==> src/rtl/mult32_seq.sv <==
// Sequential 32x32 unsigned shift-add multiplier driving a fixed-width ripple adder.
// One partial-product step per clock; the 64-bit product is registered on completion.

module adder32 (
    input  logic [31:0] a,
    input  logic [31:0] b,
    output logic [31:0] sum,
    output logic        carry
);
    logic c;

    always_comb begin
        c   = 1'b0;
        sum = '0;
        for (int i = 0; i < 32; i++) begin
            sum[i] = a[i] ^ b[i] ^ c;
            c      = (a[i] & b[i]) | (c & (a[i] ^ b[i]));
        end
        carry = c;
    end
endmodule

// state | meaning
// IDLE  | waiting for Start
// RUN   | one shift-add step per clock, 32 steps
// DONE  | Product valid, Done pulse; Start here begins the next operation
module mult32_seq #(
    parameter int WIDTH = 32
) (
    input  logic               Clk,
    input  logic               Rst_n,
    input  logic               Start,
    input  logic [WIDTH-1:0]   A,
    input  logic [WIDTH-1:0]   B,
    output logic               Busy,
    output logic               Done,
    output logic [2*WIDTH-1:0] Product
);
    typedef enum logic [1:0] {
        IDLE = 2'd0,
        RUN  = 2'd1,
        DONE = 2'd2
    } state_t;

    state_t             state_q, state_d;
    logic [WIDTH-1:0]   m_q, m_d;
    logic [WIDTH-1:0]   hi_q, hi_d;
    logic [WIDTH-1:0]   lo_q, lo_d;
    logic [5:0]         cnt_q, cnt_d;
    logic [2*WIDTH-1:0] product_q, product_d;

    logic [WIDTH-1:0]   add_b;
    logic [WIDTH-1:0]   add_sum;
    logic               add_carry;

    assign add_b = lo_q[0] ? m_q : '0;

    adder32 u_adder (
        .a     (hi_q),
        .b     (add_b),
        .sum   (add_sum),
        .carry (add_carry)
    );

    always_comb begin
        state_d   = state_q;
        m_d       = m_q;
        hi_d      = hi_q;
        lo_d      = lo_q;
        cnt_d     = cnt_q;
        product_d = product_q;

        case (state_q)
            IDLE, DONE: begin
                if (Start) begin
                    m_d     = A;
                    hi_d    = '0;
                    lo_d    = B;
                    cnt_d   = '0;
                    state_d = RUN;
                end else begin
                    state_d = IDLE;
                end
            end
            RUN: begin
                {hi_d, lo_d} = {add_carry, add_sum, lo_q[WIDTH-1:1]};
                cnt_d        = cnt_q + 6'd1;
                if (cnt_q == 6'd31) begin
                    // Product is only written here, so it never shows partial sums.
                    product_d = {add_carry, add_sum, lo_q[WIDTH-1:1]};
                    state_d   = DONE;
                end
            end
            default: state_d = IDLE;
        endcase
    end

    always_ff @(posedge Clk) begin
        if (!Rst_n) begin
            state_q   <= IDLE;
            m_q       <= '0;
            hi_q      <= '0;
            lo_q      <= '0;
            cnt_q     <= '0;
            product_q <= '0;
        end else begin
            state_q   <= state_d;
            m_q       <= m_d;
            hi_q      <= hi_d;
            lo_q      <= lo_d;
            cnt_q     <= cnt_d;
            product_q <= product_d;
        end
    end

    assign Busy    = (state_q == RUN);
    assign Done    = (state_q == DONE);
    assign Product = product_q;
endmodule

==> config.mk <==
export PLATFORM = sky130hd
export DESIGN_NAME = mult32_seq
export DESIGN_NICKNAME = d
export VERILOG_FILES = /design/src/rtl/mult32_seq.sv
export SDC_FILE = /design/constraint.sdc
export NUM_CORES = 1
export LEC_CHECK = 0
export CELL_PAD_IN_SITES_DETAIL_PLACEMENT = 0
export CELL_PAD_IN_SITES_GLOBAL_PLACEMENT = 1
export CORE_MARGIN = 1.5
export CORE_UTILIZATION = 40
export DETAILED_ROUTE_END_ITERATION = 10
export PLACE_DENSITY = 0.81
export SYNTH_ARGS = -nofsm -noshare
export SYNTH_HDL_FRONTEND = slang
export SYNTH_SLANG_ARGS = --single-unit
==> constraint.sdc <==
create_clock -name Clk -period 19.53 [get_ports Clk]
set_clock_uncertainty 0.1 [all_clocks]
set_input_delay 3.906 -clock Clk [delete_from_list [all_inputs] [get_ports Clk]]
set_output_delay 3.906 -clock Clk [all_outputs]
set_load 0.01 [all_outputs]
=== Word level (Yosys, flattened, before mapping) ===
Cells that the tools add are included.

* Mux-type cells: 10
* Eq/ne operators: 5
* Reductions and logical operators: 6
* Bitwise operators: 157
* $add $sub $neg: 1

{| class="wikitable"
|+ Operator list
! kind !! count
|-
| $pmux 32 s2 || 2
|-
| $mux 32 || 3
|-
| $and 1x1->1 || 63
|-
| $xor 1x1->1 || 63
|-
| $or 1x1->1 || 31
|-
| $pmux 6 s2 || 1
|-
| $add 6x1->6 const B || 1
|-
| $eq 6x5->1 const B || 1
|-
| $mux 6 || 1
|-
| $reduce_and 2->1 || 3
|-
| $pmux 2 s2 || 1
|-
| $eq 2x1->1 const B || 1
|-
| $eq 2x2->1 const B || 1
|-
| $logic_not 2->1 || 1
|-
| $mux 2 || 1
|-
| $ne 2x1->1 const B || 1
|-
| $ne 2x2->1 const B || 1
|-
| $reduce_bool 2->1 || 1
|-
| $reduce_or 2->1 || 1
|-
| $mux 1 || 1
|}

* Flip-flop bits (word level): 168
* Output and inout port bits: 66
* Bits of input ports: 67
* Word-level logic and storage cells: 185

=== Longest topological paths before layout ===
Gate-level depths: netlist of the first run.

* Depth in word-level cells: 65
* Mapped depth: 37
* Gate-level depth less buffers: 36

=== Modules after synthesis ===
Synthesis of the first run repeated with hierarchy kept, for this count alone.

* Cell total of the unflattened synthesis: 826
* Area total of the unflattened synthesis: 7393.3 um^2

{| class="wikitable"
|+ Modules (own cells, without submodules)
! module !! cells an instance !! times used !! area each (um^2)
|-
| mult32_seq || 784 || 1 || 6722.7
|-
| adder32 || 42 || 1 || 670.6
|}

=== Least setup slack after synthesis of the first run ===
OpenSTA, ideal clock, no wires.

* Kind: reg2reg
* From: register lo_q[0]
* To: register hi_q[30]
* Stages on the path, launching flop included: 37
* Arrival: 13.547 ns
* Path buffers: 2
* Clock period less this slack: 13.779 ns
* Required time: 19.298 ns
* Path slack: 5.751 ns
* Setup time: 0.132 ns
* Path through: dfxtp_1 > clkbuf_1 > clkbuf_1 > nand2_1 > fa_1 > fa_1 > fa_1 > fa_1 > fa_1 > fa_1 > fa_1 > fa_1 > fa_1 > fa_1 > fa_1 > fa_1 > fa_1 > fa_1 > fa_1 > fa_1 > fa_1 > fa_1 > fa_1 > fa_1 > fa_1 > fa_1 > fa_1 > fa_1 > fa_1 > fa_1 > fa_1 > fa_1 > fa_1 > fa_1 > fa_1 > nand2b_1 > a21oi_1

* Cells in the longest elaborated chain, start to end: 64
* Elaborated cells on any way between the ends: 125

{| class="wikitable"
|+ Ends and longest elaborated chain
! element !! line !! text
|-
| start, declared || 48 || <nowiki>logic [WIDTH-1:0] lo_q, lo_d;</nowiki>
|-
| start signal, assigned || 110 || <nowiki>lo_q <= lo_d;</nowiki>
|-
| $mux 32 (*) || 56 || <nowiki>assign add_b = lo_q[0] ? m_q : '0;</nowiki>
|-
| $and 1x1->1 / $xor 1x1->1 (equally long branches) || 17 || <nowiki>c = (a[i] & b[i]) | (c & (a[i] ^ b[i]));</nowiki>
|-
| $and 1x1->1 || 17 ||
|-
| $or 1x1->1 || 17 ||
|-
| $and 1x1->1 || 17 ||
|-
| $or 1x1->1 || 17 ||
|-
| $and 1x1->1 || 17 ||
|-
| $or 1x1->1 || 17 ||
|-
| (+48 left out) || n/a ||
|-
| $and 1x1->1 || 17 ||
|-
| $or 1x1->1 || 17 ||
|-
| $and 1x1->1 || 17 ||
|-
| $or 1x1->1 || 17 ||
|-
| $and 1x1->1 || 17 ||
|-
| $or 1x1->1 || 17 ||
|-
| $xor 1x1->1 (*) || 16 || <nowiki>sum[i] = a[i] ^ b[i] ^ c;</nowiki>
|-
| $pmux 32 s2 (*) || 73 || <nowiki>case (state_q)</nowiki>
|-
| end signal, assigned || 109 || <nowiki>hi_q <= hi_d;</nowiki>
|-
| end, declared || 47 || <nowiki>logic [WIDTH-1:0] hi_q, hi_d;</nowiki>
|}

Every way passes the cells marked *; elsewhere a longest branch is shown, timed or not.
A chain may end at the register's enable or synchronous reset.

=== Worst setup path after layout of the first run ===
* From: register lo_q[0]
* To: register product_q[62] (netlist: Product[62])

* Cells in the longest elaborated chain, start to end: 63
* Elaborated cells on any way between the ends: 124

{| class="wikitable"
|+ Ends and longest elaborated chain
! element !! line !! text
|-
| $mux 32 (*) || 56 ||
|-
| $and 1x1->1 / $xor 1x1->1 (equally long branches) || 17 ||
|-
| $and 1x1->1 || 17 ||
|-
| $or 1x1->1 || 17 ||
|-
| $and 1x1->1 || 17 ||
|-
| $or 1x1->1 || 17 ||
|-
| $and 1x1->1 || 17 ||
|-
| $or 1x1->1 || 17 ||
|-
| (+47 left out) || n/a ||
|-
| $or 1x1->1 || 17 ||
|-
| $and 1x1->1 || 17 ||
|-
| $or 1x1->1 || 17 ||
|-
| $and 1x1->1 || 17 ||
|-
| $or 1x1->1 || 17 ||
|-
| $and 1x1->1 || 17 ||
|-
| $or 1x1->1 || 17 ||
|-
| $xor 1x1->1 (*) || 16 ||
|-
| end signal, assigned || 112 || <nowiki>product_q <= product_d;</nowiki>
|-
| end, declared || 50 || <nowiki>logic [2*WIDTH-1:0] product_q, product_d;</nowiki>
|}

Marked as above.

==> out/metrics.yaml, run 1 <==
timing:
  final-hold-violation-count: 0
  final_sum_of_negative_setup_slack_ns: 0
  final_max_slew_viol_count: 0
  finalCritPeriodShare_pct: 72.5
  worstMarginPinSlew_ns: 1.16
  fin_crit_ns: 14.15
  postLayoutSetupSlackWorst_ns: 5.38
  worst_slew_margin_rel_pct: 22.5
  maxClockFrequency_mhz: 70.7
  rsz0062_at_grt: "no"
  final_setup_viols: 0
flow_run:
  timing.max_cap.violations: 0
critical_path:
  critical_path_peak_fanout: 32
  crit_arrival_ns: 14.40
  worst_setup_path_start_kind: "flop"
  worst_path_largest_cell_delay_ns: 0.46
  ff2ff_path_depth: 35
  worst-endpoint-required_ns: 19.78
  cp_slowest_cell: "fa_1"
  cp_top_family: "adder cells"
  crit_top_cell: "fa_1"
  worstPathBufferInverterCount: 1
  r2r_slack_ns: 5.38
  worstSetupPathType: "flop to flop"
  timing.critical_path.to_type: "flop"
  critical_path_depth: 35
min_path:
  holdCritPathClass: "flop to flop"
  worst_hold_path.num_cells: 2
power_and_ir_drop:
  leakagePower_nw: 2.91
  total_net_switching_power_uw: 181
  vdd_ir_drop_max_mv: 0.0545
  internal_power_uw: 571
  clockPowerShare_pct: 44.3
  cellPowerDensity_nw_per_um2: 79.8
  sequential_cell_fraction_of_total_power_pct: 47.6
  combPwrFrac_pct: 8.0
  power.switching_fraction_pct: 24.1
global_route:
  first_pass_grt_wire_length_mm: 28.4
  grt_start_max_net_pins: 103
  first_global_vias: 5619
  globalRoute.totalOverflow: 0
  globalRouteTotalUtil_pct: 17.9
  grt_antenna_before_repair: 1
die:
  die_h_um: 141
  starting_density_of_the_core_pct: 40.6
  boundaryPins: 133
  die_width_um: 141
  core-area_um2: 18600
  floorplan.die_area_um2: 19700
  std_cell_rows: 50
finish:
  final_cells: 1184
  drive_gt1_share_pct: 4.84
  number_of_nets_in_the_layout: 1037
  n_fill_cell: 1804
  antenna_cells_inserted: 0
  final_common_cell: "nand2_1"
  most_frequent_cells_in_the_layout: "nand2_1 (192), dfxtp_1 (168), clkdlybuf4s50_1 (131)"
  syn2layout_area_growth_pct: 24.6
clock_network:
  clock_sink_count: 168
  cts_tree: "done"
  cts_buffers: 17
  postCtsSetupRepairBufs: 0
  cts.hold.buffers_added: 0
  clock_insertion_delay_worst_skew_ns: 0.42
  path_clk_slew_ns: 0.06
  level_count_of_the_clock_h_tree: 4
  clock_tree.root_cell: "clkbuf_16"
  clock_tree.buffer_depth: 2
  cts-resized-gates: 0
synth:
  yosys_register_bits: 168
  synth_nets: 949
  warning_count_from_the_yosys_run: 0
  avgSynthCellArea_um2: 8.91
  yosysUniqueCellTypes: 30
  synthTopCellsByArea: "dfxtp_1 (44%), nand2_1 (9.5%), mux2i_1 (8.7%)"
  synth_largest_area_cell: "dfxtp_1"
  seq_area_frac_synth_pct: 44.5
  synth_top_area_share_pct: 44.5
  synth_cells: 849
  synthesis.area_um2: 7560
detailed_routing:
  detailedRoute.firstPassIterationCount: 5
  drt-initial-drc-count: 288
  wl_mm: 17.2
  post_drt_antenna_nets: 0
  via_per_inst: 4.97
  drc: 0
  dr_total_vias: 5879
  wl_per_cell_um: 14.5
place:
  detailedPlacementHpwl_mm: 10.3
  numPlacedInstances: 1152
  placement.setup.worst_slack_ns: 5.35
  port_buffers: 132
  routability_congestion: 0.743
status:
  status: "finished clean"
## Yosys cell counts
| cell type | number |
|---|---|
| nand3_2 | 1 |
| and3_1 | 1 |
| a211oi_1 | 1 |
| clkbuf_1 | 28 |
| nand4_1 | 2 |
| fa_1 | 31 |
| nor2b_1 | 2 |
| nand2b_1 | 70 |
| inv_2 | 1 |
| a31oi_1 | 1 |
| inv_1 | 33 |
| buf_12 | 6 |
| dfxtp_1 | 168 |
| nor4_1 | 1 |
| mux2i_1 | 66 |
| buf_1 | 8 |
| buf_6 | 1 |
| or3_1 | 1 |
| a21oi_1 | 100 |
| clkbuf_2 | 1 |
| a22oi_1 | 32 |
| nand3_1 | 70 |
| nand2_1 | 192 |
| o21ai_0 | 1 |
| and2_1 | 1 |
| nor3_4 | 1 |
| ha_1 | 2 |
| mux2_2 | 1 |
| buf_8 | 1 |
| buf_2 | 25 |
## registers in the layout, summed over array words and instances (netlist names)
register and flops:
hi_q 32, lo_q 32, m_q 32, state_q 2, cnt_q 6, Product 64
## kinds of logic after synthesis
kind of cell | synth area share [%]
adders and majority gates | 8.53
buffers and inverters | 7.13
DFF | 44.5
and+or+nand+nor | 21.0
AOI/OAI and AO/OA | 10.0
muxes | 8.88
## power groups by stage
stage          clock (mW)  combinational [mW]  sequential (mW)
2_1_floorplan           0              0.0383            0.364
6_report            0.333              0.0605            0.358
3_3_place_gp            0              0.0608            0.366
5_1_grt             0.359              0.0671            0.359
4_1_cts             0.342              0.0615            0.358
3_5_place_dp            0              0.0611            0.366
## routing by layer
metal  track usage [%]  wire length, um  vias to the layer above
met5                 0               13                        -
met4              3.78              110                        2
met3              4.55              661                       10
met2              27.6             7880                      102
met1              25.5             8550                     2793
li1                  -                -                     2972
## layout make-up
type / instances / area, um2 / area share (%)
Timing Repair Buffer: 139 / 1370 / 14.5
Multi-Input combinational cell: 577 / 3680 / 39.1
Inverter: 34 / 129 / 1.37
Clock inverter: 11 / 124 / 1.31
Sequential cell: 168 / 3360 / 35.7
Tap cell: 234 / 293 / 3.11
Clock buffer: 21 / 460 / 4.89
## worst min-delay path, delay by kind of cell (launching register included)
family / cells / cell delay [ns]
flip-flops: 1 / 0.30
AND/OR/NAND/NOR: 1 / 0.05
AO/OA/AOI/OAI: 1 / 0.05
## worst paths after layout
kind,start,to
setup reg to reg,lo_q[0]$_SDFFE_PN0P_,Product[62]$_SDFFE_PN0P_
setup / recovery,lo_q[0]$_SDFFE_PN0P_,Product[62]$_SDFFE_PN0P_
hold reg to reg,m_q[0]$_SDFFE_PN0P_,m_q[0]$_SDFFE_PN0P_
hold / removal,m_q[0]$_SDFFE_PN0P_,m_q[0]$_SDFFE_PN0P_
## metrics by stage
stage	power, mW	util, %	area (um2)	hold WS (ns)
3_3_place_gp	0.427	47.4	8840	0.340
5_1_grt	0.785	50.6	9430	0.367
6_report	0.752	50.6	9430	0.353
4_1_cts	0.761	50.6	9430	0.356
2_1_floorplan	0.402	-	7560	0.332
3_5_place_dp	0.427	47.4	8840	0.345
No activity file was read; power rests on OpenSTA's default activity.
==> run 2, diff against run 1 <==
- CORE_UTILIZATION: 40 -> 36
- PLACE_DENSITY: 0.81 -> 0.77
- clock period: 19.53 -> 11.7 ns (I/O delays scaled with it)
==> out/metrics.yaml, run 2 (synthesized netlist as in run 1, its figures left out) <==
min_path:
  hp-start: "m_q[0]$_SDFFE_PN0P_"  # unchanged
  holdCritPathClass: "flop to flop"  # unchanged
  worst_hold_path.num_cells: 2  # unchanged
  holdPathEnd: "m_q[0]$_SDFFE_PN0P_"  # unchanged
critical_path:
  crit_top_cell: "fa_2"  # was fa_1
  critical_path_peak_fanout: 2  # was 32
  r2r_slack_ns: -0.22  # was 5.38 ns
  reg2reg_to: "hi_q[30]$_SDFFE_PN0P_"  # was Product[62]$_SDFFE_PN0P_
  crit_arrival_ns: 12.09  # was 14.40 ns
  ff2ff_path_depth: 36  # was 35
  worstSetupPathType: "flop to flop"  # unchanged
  timing.critical_path.to_type: "flop"  # unchanged
  worst_path_largest_cell_delay_ns: 0.53  # was 0.46 ns
  worst-endpoint-required_ns: 11.87  # was 19.78 ns
  worst_setup_path_start_kind: "flop"  # unchanged
  cp_slowest_cell: "fa_2"  # was fa_1
  rr_startpoint: "m_q[0]$_SDFFE_PN0P_"  # was lo_q[0]$_SDFFE_PN0P_
timing:
  final-hold-violation-count: 0  # unchanged
  fin_crit_ns: 11.92  # was 14.15 ns
  worstMarginPinSlew_ns: 1.20  # was 1.16 ns
  finalCritPeriodShare_pct: 102  # was 72.5%
  maxClockFrequency_mhz: 83.9  # was 70.7 MHz
  final_setup_viols: 4  # was 0
  final_max_slew_viol_count: 0  # unchanged
  rsz0062_at_grt: "yes"  # was no
  worst_slew_margin_rel_pct: 19.7  # was 22.5%
  postLayoutSetupSlackWorst_ns: -0.220  # was 5.38 ns
finish:
  largest_reg_flops: 64  # unchanged
  final_common_cell: "nand2_1"  # unchanged
  antenna_cells_inserted: 0  # unchanged
  number_of_nets_in_the_layout: 1038  # was 1037
  post-route-util_pct: 47.2  # was 50.6%
  syn2layout_area_growth_pct: 27.3  # was 24.6%
  final_cells: 1220  # was 1184
  most_frequent_cells_in_the_layout: "nand2_1 (192), dfxtp_1 (166), clkdlybuf4s50_1 (131)"  # was nand2_1 (192), dfxtp_1 (168), clkdlybuf4s50_1 (131)
  drive_gt1_share_pct: 8.84  # was 4.84%
die:
  boundaryPins: 133  # unchanged
  core-area_um2: 20400  # was 18600 um2
  floorplan.die_area_um2: 21900  # was 19700 um2
  die_h_um: 148  # was 141 um
  starting_density_of_the_core_pct: 37.0  # was 40.6%
  std_cell_rows: 52  # was 50
  die_width_um: 148  # was 141 um
power_and_ir_drop:
  sequential_cell_fraction_of_total_power_pct: 45.7  # was 47.6%
  internal_power_mw: 1.00  # was 571 uW
  combPwrFrac_pct: 7.8  # was 8.0%
  power.switching_fraction_pct: 23.4  # was 24.1%
  cellPowerDensity_nw_per_um2: 136  # was 79.8 nW/um2
  clockPowerShare_pct: 46.5  # was 44.3%
  leakagePower_nw: 2.99  # was 2.91 nW
  fin_total_pwr_mw: 1.31  # was 752 uW
  vdd_ir_drop_max_mv: 0.0952  # was 0.0545 mV
  total_net_switching_power_uw: 306  # was 181 uW
flow_run:
  timing.max_cap.violations: 0  # unchanged
place:
  numPlacedInstances: 1189  # was 1152
  routability_congestion: 0.709  # was 0.743
  placement.setup.worst_slack_ns: -0.275  # was 5.35 ns
  detailedPlacementHpwl_mm: 10.7  # was 10.3 mm
  port_buffers: 132  # unchanged
clock_network:
  clock_tree.buffer_depth: 2  # unchanged
  clock_sink_count: 168  # unchanged
  cts_buffers: 17  # unchanged
  cts.hold.buffers_added: 0  # unchanged
  level_count_of_the_clock_h_tree: 4  # unchanged
  clock_tree.root_cell: "clkbuf_16"  # unchanged
  cts_tree: "done"  # unchanged
  postCtsSetupRepairBufs: 0  # unchanged
  path_clk_slew_ns: 0.07  # was 0.06 ns
  clock_insertion_delay_worst_skew_ns: 0.42  # about the same
global_route:
  globalRoute.totalOverflow: 0  # unchanged
  first_pass_grt_wire_length_mm: 29.4  # was 28.4 mm
  grt_antenna_before_repair: 0  # was 1
  first_global_vias: 5801  # was 5619
  grt_start_max_net_pins: 103  # unchanged
  globalRouteTotalUtil_pct: 16.7  # was 17.9%
detailed_routing:
  wl_per_cell_um: 14.6  # was 14.5 um
  via_per_inst: 4.84  # was 4.97
  detailedRoute.firstPassIterationCount: 4  # was 5
  wl_mm: 17.8  # was 17.2 mm
  dr_total_vias: 5903  # was 5879
  drc: 0  # unchanged
  drt-initial-drc-count: 316  # was 288
  post_drt_antenna_nets: 0  # unchanged
status:
  status: "complete, but fails checks"  # was finished clean
  violations_in_the_final_reports: "negative setup slack"
-- run 2: changes by cell type in the layout (fill, tap and decap cells not counted), moves of 2 or more --
cell	previous run	this run
dfxtp_2	0	2
fa_1	31	0
clkinv_4	3	1
clkinv_2	4	2
fa_2	0	31
bufinv_16	2	4
inv_6	0	2
dfxtp_1	168	166
-- run 2: worst max path at each step --
stage / startpoint / endpoint / slack, ns / cells past startpoint
6_report: m_q[0]$_SDFFE_PN0P_ / hi_q[30]$_SDFFE_PN0P_ / -0.22 / 36
5_1_grt: m_q[0]$_SDFFE_PN0P_ / hi_q[30]$_SDFFE_PN0P_ / -0.50 / 36
4_1_cts: m_q[0]$_SDFFE_PN0P_ / Product[62]$_SDFFE_PN0P_ / -0.24 / 36
3_5_place_dp: m_q[0]$_SDFFE_PN0P_ / hi_q[30]$_SDFFE_PN0P_ / -0.28 / 36
3_3_place_gp: lo_q[0]$_SDFFE_PN0P_ / hi_q[30]$_SDFFE_PN0P_ / -0.19 / 36
2_1_floorplan: lo_q[0]$_SDFFE_PN0P_ / hi_q[30]$_SDFFE_PN0P_ / -0.09 / 37
-- run 2: worst max-delay path: cells and delay by family (launching register included) --
kind / cells / cell delay [ns]
compound gates: 1 / 0.07
simple gates: 2 / 0.23
fa+ha+maj: 32 / 10.98
buf+inv: 1 / 0.03
flops: 1 / 0.32
-- run 2: power groups by stage --
stage	clock, mW	combinational (mW)	sequential, mW
after floorplan	0	0.0648	0.608
after global placement	0	0.103	0.611
after detailed placement	0	0.104	0.611
after CTS	0.625	0.104	0.598
after global routing	0.647	0.114	0.600
final	0.608	0.103	0.598
-- run 2: metrics by stage --
step,hold WS (ns),instance area (um2),TNS (ns)
global route,0.369,9630,-2.08
global placement,0.339,8970,-0.588
floorplan,0.332,7650,-0.194
finish,0.355,9630,-0.642
CTS,0.355,9610,-0.862
detailed placement,0.345,8970,-0.943
-- run 2: cell type report --
type,instances,area [um2]
sequential,168,3370
inverter,34,129
timing repair buffer,140,1380
fill,2040,10800
clock inverter,10,166
clock buffer,21,470
multi-input combinational,577,3780
tap,270,338
-- run 2: timing repair --
item	4_1_cts	5_1_grt
resized for setup	2	6
hold endpoints to repair	0	0
setup endpoints to repair	4	6
pin swaps	1	0
-- run 2: metal layers --
| layer | vias up | GRT usage (%) | wire length (um) |
|---|---|---|---|
| met5 | - | 0 | 0 |
| met4 | 0 | 5.50 | 207 |
| met2 | 108 | 26.9 | 8190 |
| met1 | 2800 | 22.8 | 8800 |
| li1 | 2982 | - | - |
| met3 | 13 | 3.09 | 596 |
